$ cat src/rtl/ps2_host_tx.sv
// Host-to-device PS/2 transmitter: sends one command byte over the open-drain ps2_clk/ps2_data lines.
// Optional build macro PS2_TX_RESEND_EN: on NACK or timeout the frame is retried once before reporting.
module ps2_host_tx #(
    parameter int INHIBIT_CYCLES = 12000,
    parameter int TIMEOUT_CYCLES = 200000,
    parameter int FILTER_LEN     = 4
) (
    input  logic       clock,
    input  logic       reset,
    input  logic [7:0] tx_data,
    input  logic       tx_valid,
    output logic       tx_ready,
    output logic       tx_done,
    output logic       tx_error,
    input  logic       ps2_clk_in,
    input  logic       ps2_data_in,
    output logic       ps2_clk_oe,
    output logic       ps2_data_oe,
    output logic       rx_inhibit
);

    localparam int CNT_MAX = (TIMEOUT_CYCLES > INHIBIT_CYCLES) ? TIMEOUT_CYCLES : INHIBIT_CYCLES;
    localparam int CNT_W   = $clog2(CNT_MAX + 1);
    localparam int FLT_W   = (FILTER_LEN > 1) ? $clog2(FILTER_LEN) : 1;

    typedef enum logic [2:0] {
        S_IDLE, S_INHIBIT, S_START, S_SHIFT, S_ACK, S_WAIT_IDLE, S_DONE
    } state_t;

    state_t             state_q, state_d;
    logic [1:0]         clk_sync_q, clk_sync_d;
    logic [1:0]         data_sync_q, data_sync_d;
    logic               flt_q, flt_d;
    logic [FLT_W-1:0]   flt_cnt_q, flt_cnt_d;
    logic [CNT_W-1:0]   cnt_q, cnt_d;
    logic [3:0]         bitcnt_q, bitcnt_d;
    logic [7:0]         shreg_q, shreg_d;
    logic               parity_q, parity_d;
    logic               data_oe_q, data_oe_d;
    logic               nack_q, nack_d;
    logic               err_q, err_d;
`ifdef PS2_TX_RESEND_EN
    logic               retry_q, retry_d;
`endif

    logic clk_s, data_s, fall, timeout, fail;

    assign clk_s   = clk_sync_q[1];
    assign data_s  = data_sync_q[1];
    assign timeout = (cnt_q == CNT_W'(TIMEOUT_CYCLES - 1));

    // The filtered clock only follows the synchronised line after FILTER_LEN identical samples.
    always_comb begin
        // NOTE: every combinational output gets a default first so no path leaves it unassigned (no latch).
        clk_sync_d  = {clk_sync_q[0], ps2_clk_in};
        data_sync_d = {data_sync_q[0], ps2_data_in};
        flt_d       = flt_q;
        flt_cnt_d   = '0;
        if (clk_s != flt_q) begin
            if (flt_cnt_q == FLT_W'(FILTER_LEN - 1)) begin
                flt_d = clk_s;
            end else begin
                flt_cnt_d = flt_cnt_q + 1'b1;
            end
        end
        fall = flt_q & ~flt_d;
    end

    always_comb begin
        state_d   = state_q;
        cnt_d     = cnt_q;
        bitcnt_d  = bitcnt_q;
        shreg_d   = shreg_q;
        parity_d  = parity_q;
        data_oe_d = data_oe_q;
        nack_d    = nack_q;
        err_d     = err_q;
        fail      = 1'b0;
`ifdef PS2_TX_RESEND_EN
        retry_d   = retry_q;
`endif
        unique case (state_q)
            S_IDLE: begin
                if (tx_valid) begin
                    shreg_d  = tx_data;
                    parity_d = ~^tx_data;
                    cnt_d    = '0;
                    state_d  = S_INHIBIT;
`ifdef PS2_TX_RESEND_EN
                    retry_d  = 1'b0;
`endif
                end
            end
            S_INHIBIT: begin
                if (cnt_q == CNT_W'(INHIBIT_CYCLES - 1)) begin
                    cnt_d     = '0;
                    data_oe_d = 1'b1;
                    state_d   = S_START;
                end else begin
                    cnt_d = cnt_q + 1'b1;
                end
            end
            S_START: begin
                bitcnt_d = '0;
                cnt_d    = '0;
                state_d  = S_SHIFT;
            end
            S_SHIFT: begin
                if (fall) begin
                    cnt_d    = '0;
                    bitcnt_d = bitcnt_q + 1'b1;
                    if (bitcnt_q < 4'd8) begin
                        data_oe_d = ~shreg_q[bitcnt_q[2:0]];
                    end else if (bitcnt_q == 4'd8) begin
                        data_oe_d = ~parity_q;
                    end else begin
                        data_oe_d = 1'b0;
                        state_d   = S_ACK;
                    end
                end else if (timeout) begin
                    fail = 1'b1;
                end else begin
                    cnt_d = cnt_q + 1'b1;
                end
            end
            S_ACK: begin
                if (fall) begin
                    nack_d  = data_s;
                    cnt_d   = '0;
                    state_d = S_WAIT_IDLE;
                end else if (timeout) begin
                    fail = 1'b1;
                end else begin
                    cnt_d = cnt_q + 1'b1;
                end
            end
            S_WAIT_IDLE: begin
                if (flt_q && data_s) begin
                    if (nack_q) begin
                        fail = 1'b1;
                    end else begin
                        err_d   = 1'b0;
                        state_d = S_DONE;
                    end
                end else if (fall) begin
                    cnt_d = '0;
                end else if (timeout) begin
                    fail = 1'b1;
                end else begin
                    cnt_d = cnt_q + 1'b1;
                end
            end
            S_DONE: begin
                state_d = S_IDLE;
            end
            default: state_d = S_IDLE;
        endcase

        if (fail) begin
            cnt_d     = '0;
            data_oe_d = 1'b0;
`ifdef PS2_TX_RESEND_EN
            if (!retry_q) begin
                retry_d = 1'b1;
                state_d = S_INHIBIT;
            end else begin
                err_d   = 1'b1;
                state_d = S_DONE;
            end
`else
            err_d   = 1'b1;
            state_d = S_DONE;
`endif
        end
    end

    always_ff @(posedge clock) begin
        // NOTE: non-blocking assignments so every flop samples the pre-edge values of its peers.
        if (reset) begin
            state_q     <= S_IDLE;
            clk_sync_q  <= 2'b11;
            data_sync_q <= 2'b11;
            flt_q       <= 1'b1;
            flt_cnt_q   <= '0;
            cnt_q       <= '0;
            bitcnt_q    <= '0;
            shreg_q     <= '0;
            parity_q    <= 1'b0;
            data_oe_q   <= 1'b0;
            nack_q      <= 1'b0;
            err_q       <= 1'b0;
`ifdef PS2_TX_RESEND_EN
            retry_q     <= 1'b0;
`endif
        end else begin
            state_q     <= state_d;
            clk_sync_q  <= clk_sync_d;
            data_sync_q <= data_sync_d;
            flt_q       <= flt_d;
            flt_cnt_q   <= flt_cnt_d;
            cnt_q       <= cnt_d;
            bitcnt_q    <= bitcnt_d;
            shreg_q     <= shreg_d;
            parity_q    <= parity_d;
            data_oe_q   <= data_oe_d;
            nack_q      <= nack_d;
            err_q       <= err_d;
`ifdef PS2_TX_RESEND_EN
            retry_q     <= retry_d;
`endif
        end
    end

    assign tx_ready    = (state_q == S_IDLE);
    assign rx_inhibit  = (state_q != S_IDLE);
    assign ps2_clk_oe  = (state_q == S_INHIBIT) || (state_q == S_START);
    assign ps2_data_oe = data_oe_q;
    assign tx_done     = (state_q == S_DONE);
    assign tx_error    = (state_q == S_DONE) && err_q;

endmodule
$ cat config.mk
export PLATFORM = sky130hd
export DESIGN_NAME = ps2_host_tx
export DESIGN_NICKNAME = d
export VERILOG_FILES = /design/src/rtl/ps2_host_tx.sv
export SDC_FILE = /design/constraint.sdc
export NUM_CORES = 1
export LEC_CHECK = 0
export ABC_AREA = 1
export CORE_MARGIN = 4
export CORE_UTILIZATION = 40
export CTS_CLUSTER_SIZE = 24
export DETAILED_ROUTE_END_ITERATION = 10
export PLACE_DENSITY = 0.64
export SLEW_MARGIN = 15
export SYNTH_ARGS = -nofsm -noshare
export SYNTH_HDL_FRONTEND = slang
export SYNTH_SLANG_ARGS = --single-unit
$ cat constraint.sdc
create_clock -name clock -period 2.1 [get_ports clock]
set_clock_uncertainty 0.1 [all_clocks]
set_input_delay 0.63 -clock clock [delete_from_list [all_inputs] [get_ports clock]]
set_output_delay 0.63 -clock clock [all_outputs]
set_load 0.05 [all_outputs]
Word-level counts from Yosys, hierarchy flattened
Index checks and enable logic that the tools add are counted.

operators by class
  add/sub/neg operators = 3
  magnitude comparators = 2
  equality and inequality tests = 29
  muxes and demuxes = 36
  bitwise logic cells = 5
  reduce and logical (&&, ||, !) cells = 22

operator list
  cell                                                         count
  two-way mux 18 bit                                           5
  one-hot mux 18 bit (5 select lines)                          1
  two-way mux 3 bit                                            9
  != test 3 bit (second input constant)                        7
  adder 18 x 1 -> 18 bit (second input constant)               1
  == test 18 x 14 -> 1 bit (second input constant)             1
  == test 18 bit (second input constant)                       1
  != test 2 bit (second input constant)                        9
  one-hot mux 3 bit (6 select lines)                           1
  AND reduction 8 bit                                          2
  two-way mux 1 bit                                            15
  == test 3 bit (second input constant)                        3
  AND reduction 3 bit                                          3
  one-hot mux 4 bit (2 select lines)                           1
  nonzero test 2 bit                                           4
  XNOR reduction 8 bit                                         1
  == test 3 x 2 -> 1 bit (second input constant)               2
  AND reduction 2 bit                                          3
  nonzero test 5 bit                                           1
  adder 4 x 1 -> 4 bit (second input constant)                 1
  == test 4 bit (second input constant)                        1
  less-than comparator 3 x 4 -> 1 bit (second input constant)  1
  less-than comparator 4 bit (second input constant)           1
  two-way mux 4 bit                                            1
  16 further kinds                                             22

word-level totals
  bits in registers = 44
  input bits = 13
  output and inout port bits = 6
  word-level logic and storage cells = 110

Logic depth before layout (Yosys ltp)
  depth after elaboration = 10
  gate-level depth with buffers = 13
  mapped depth without buffers = 12

Least setup slack after synthesis
Ideal clock, no wire load.

  kind = flip-flop to output port
  from = register state_q[2]
  to = output tx_error
  data arrival time = 1.606 ns
  data required time = 1.370 ns
  setup slack = -0.236 ns
  cell stages (with the launch flop) = 4
  buffers on the path = 1
  cell sequence = dfxtp_1 > buf_6 > nand2_1 > nor3_1

on the way
  longest elaborated chain between the ends = 2

ends and longest elaborated chain
  element                 RTL line  source
  from (decl)             30        state_t state_q, state_d;
  from (signal assigned)  196       state_q <= state_d;
  == test 3 bit           219       assign tx_error = (state_q == S_DONE) && err_q;
  logical AND 1 bit       219
  to (decl)               14        output logic tx_error,

No other way between the ends.

Final worst setup path
  from = register state_q[2]
  to = output tx_done

on the way
  longest elaborated chain between the ends = 1

ends and longest elaborated chain
  element        RTL line  source
  == test 3 bit  218       assign tx_done = (state_q == S_DONE);
  to (decl)      13        output logic tx_done,

No other way between the ends.

==> impl_metrics.ini <==
[worst_setup_path]
reg2reg_from = cnt_q[0]
cpMaxStageDelayCell = dfxtp_2
critPathMaxFanout = 6
worstSetupEndpointType = output port
path_delay_family = flip-flops
path_cells = nand2_1 > nor2_1 > buf_12
crit_type = reg2out
r2r_cells = 10
rrSetupSlack_ps = 190
critPathBufInv = 1
crit_arrival_ps = 1280
cp.required_ps = 1370
cpPeakStageDelay_ps = 410
start_kind = flop
reg2reg_to = cnt_q[7]

[yosys]
synth_top_area_cell = dfxtp_1
postSynthCellCount = 416
ys.flop_type = dfxtp_1
synth-seq-cells = 44
yosys_warnings = 0
synth.avg_cell_area_sq_um = 6.39
synth_top_area_share_pct = 33.1
ys_seq_area_share_pct = 33.1
synth_area_sq_um = 2660
syn-num-nets = 433
synth_common_cells = nand2_1, nor2_1, inv_1
synth_most_common_cell = nand2_1
synth-async-reset-ratio_pct = 0
synth-edff-count = 0
synth.distinct_cells = 29
synth.area.top_cells = dfxtp_1, nand2_1, nor2_1

[power_and_ir_drop]
switching_share_pct = 43.0
p_comb_share_pct = 51.2
power_frac_clock_pct = 17.3
switching_power_w = 0.00141
power_density_nw_per_um2 = 1040
p_leak_nw = 1.35
p_int_w = 0.00187
seqPwrFrac_pct = 31.4
ir_worst_vdd_v = 0.00111

[cts]
clk_pin_slew_ps = 90
clockBufferDepth = 2
cts_tree = done
cts_buffers = 5
clock_sinks = 44
htreeDepth = 2
clk_latency_ps = 300
root_buffer = clkbuf_8

[grt]
grt_max_degree = 16
gr-total-overflow = 0
grtUsageTotal_pct = 16.5
grt_antenna_before_repair = 0
grt_pass1_vias = 2292
grt_pass1_wl_mm = 10.3

[timing]
rsz0062_at_grt = true
final_max_slew_viol_count = 0
max_clock_freq_mhz = 499
slew-limit-headroom_pct = 71.6
period_share_pct = 95.5
setup_viol = 0
hold_violations = 0
period_needed_ps = 2010
hold_slack_ps = 314
tightest_slew_ps = 425

[routing]
via_per_inst = 4.80
wl_per_cell_um = 11.4
drt_iter0_markers = 107
wirelength_mm = 5.95
drt_pass1_iterations = 4
drc_errors = 0
via_count = 2504
postRouteAntennaNets = 0

[hold_path]
hp-class = reg2reg
hold_start = data_sync_q[0]
min_delay_path_depth = 1
holdPathEnd = data_sync_q[1]

[floorplanning]
io_pins = 19
die_w_um = 89.6
fp.dieH_um = 89.6
fp-row-count = 29
die_area_sq_um = 8020
initial_utilization_pct = 41.7
core_area_sq_um = 6390

[place]
placed_cells = 513
dp_hpwl_mm = 4.59
place_congestion = 0.911
port_buffers = 18

[layout]
fin_nets = 461
area_delta_synth_final_pct = 18.5
num_antenna_cells = 0
fin_cells = 522
multi_input_area_sq_um = 1520
layout-drive-gt1-share_pct = 14.4
register_area_sq_um = 888
num-fill-cells = 669

[status]
status = completed

[job]
drv_cap = 0
-- how the worst max path moves through the flow --
stage	start	cells past startpoint	end
after floorplan	state_q[2]	3	tx_done
after global placement	tx_valid	9	cnt_q[11]
after detailed placement	tx_valid	9	cnt_q[11]
after CTS	state_q[1]	5	ps2_clk_oe
after global routing	state_q[2]	3	tx_error
final	state_q[2]	3	tx_done
-- cell usage in the layout (no fill, tap or decap), types with 3 or more instances in the layout --
cell type          n
a21oi_1           26
inv_1             52
nand2_2            5
inv_2              5
nor2_4             5
xor2_1             4
xnor2_1            6
dfxtp_1           40
o21ai_0           18
buf_12             6
nand2_1          109
nor2_2             4
clkdlybuf4s50_1   12
nor2_1            57
ha_1               4
nand3_2            3
clkbuf_8           6
buf_4             11
nand2_4            3
nand4_1            6
nor3_1             5
or2_2              4
dfxtp_2            3
nand3_1           36
-- flip-flops by register name, indices dropped and copies added, names as in the netlist --
| signal | flops |
|---|---|
| clk_sync_q | 2 |
| data_sync_q | 2 |
| flt_cnt_q | 2 |
| shreg_q | 8 |
| cnt_q | 18 |
| state_q | 3 |
| nack_q | 1 |
| flt_q | 1 |
| err_q | 1 |
| parity_q | 1 |
| bitcnt_q | 4 |
| ps2_data_oe | 1 |
-- cells by family after synthesis --
kind of cell	after synthesis	synth area share, %
DFF	44	33.1
and+or+nand+nor	242	41.1
AOI/OAI and AO/OA	49	9.92
buffers and inverters	67	10.7
xor gates and xnor gates	10	3.29
adders and majority gates	4	1.88
-- layer usage --
layer | vias up | GRT usage, % | part of all wire (%)
met5 | - | 0 | 0
li1 | 1363 | - | -
met3 | 4 | 4.24 | 3.4
met2 | 31 | 26.5 | 46
met1 | 1106 | 21.9 | 50
met4 | 0 | 4.47 | 1.1
-- cell type report --
class,instances,share of cell area [%]
repair buffers,29,10.2
inverters,59,7.18
flip-flops and latches,44,28.2
clock inverters,2,0.476
multi-input cells,305,48.3
well taps,77,3.06
clock buffers,6,2.62
-- power by group through the flow --
stage          combinational, W  sequential (W)  clock [W]
2_1_floorplan           0.00115        0.000982          0
3_3_place_gp            0.00163         0.00103          0
3_5_place_dp            0.00164         0.00103          0
4_1_cts                 0.00165         0.00102   0.000595
5_1_grt                 0.00184         0.00104   0.000633
6_report                0.00168         0.00103   0.000568
-- worst reg2reg max path: stages (launching register included) --
cell and delay [ps]:
dfxtp_1 380, ha_1 200, nand3_1 210, inv_1 130
nand2_1 90, nor2_4 140, nand3_2 130, nand2_2 130
nor2_4 70, nand2_2 160, nor2_1 70
-- stage by stage --
step	utilization (%)	worst slack (ps)	area (sq um)	setup TNS (ps)	total power (W)
2_1_floorplan	-	140	2670	0	0.00213
6_report	49.4	94.9	3150	0	0.00328
5_1_grt	49.4	-10.2	3150	-19.5	0.00352
4_1_cts	48.9	12.4	3120	0	0.00326
3_3_place_gp	47.3	29.0	3020	0	0.00266
3_5_place_dp	47.3	10.2	3020	0	0.00267
-- timing repair --
item,4_1_cts,5_1_grt
pin swaps,0,1
setup endpoints to repair,4,7
gates resized for setup,3,8
hold buffers,0,0
setup buffers,0,1
hold endpoints to repair,0,0
cloned,0,0
Note: power is estimated with default switching activity, not from simulation.
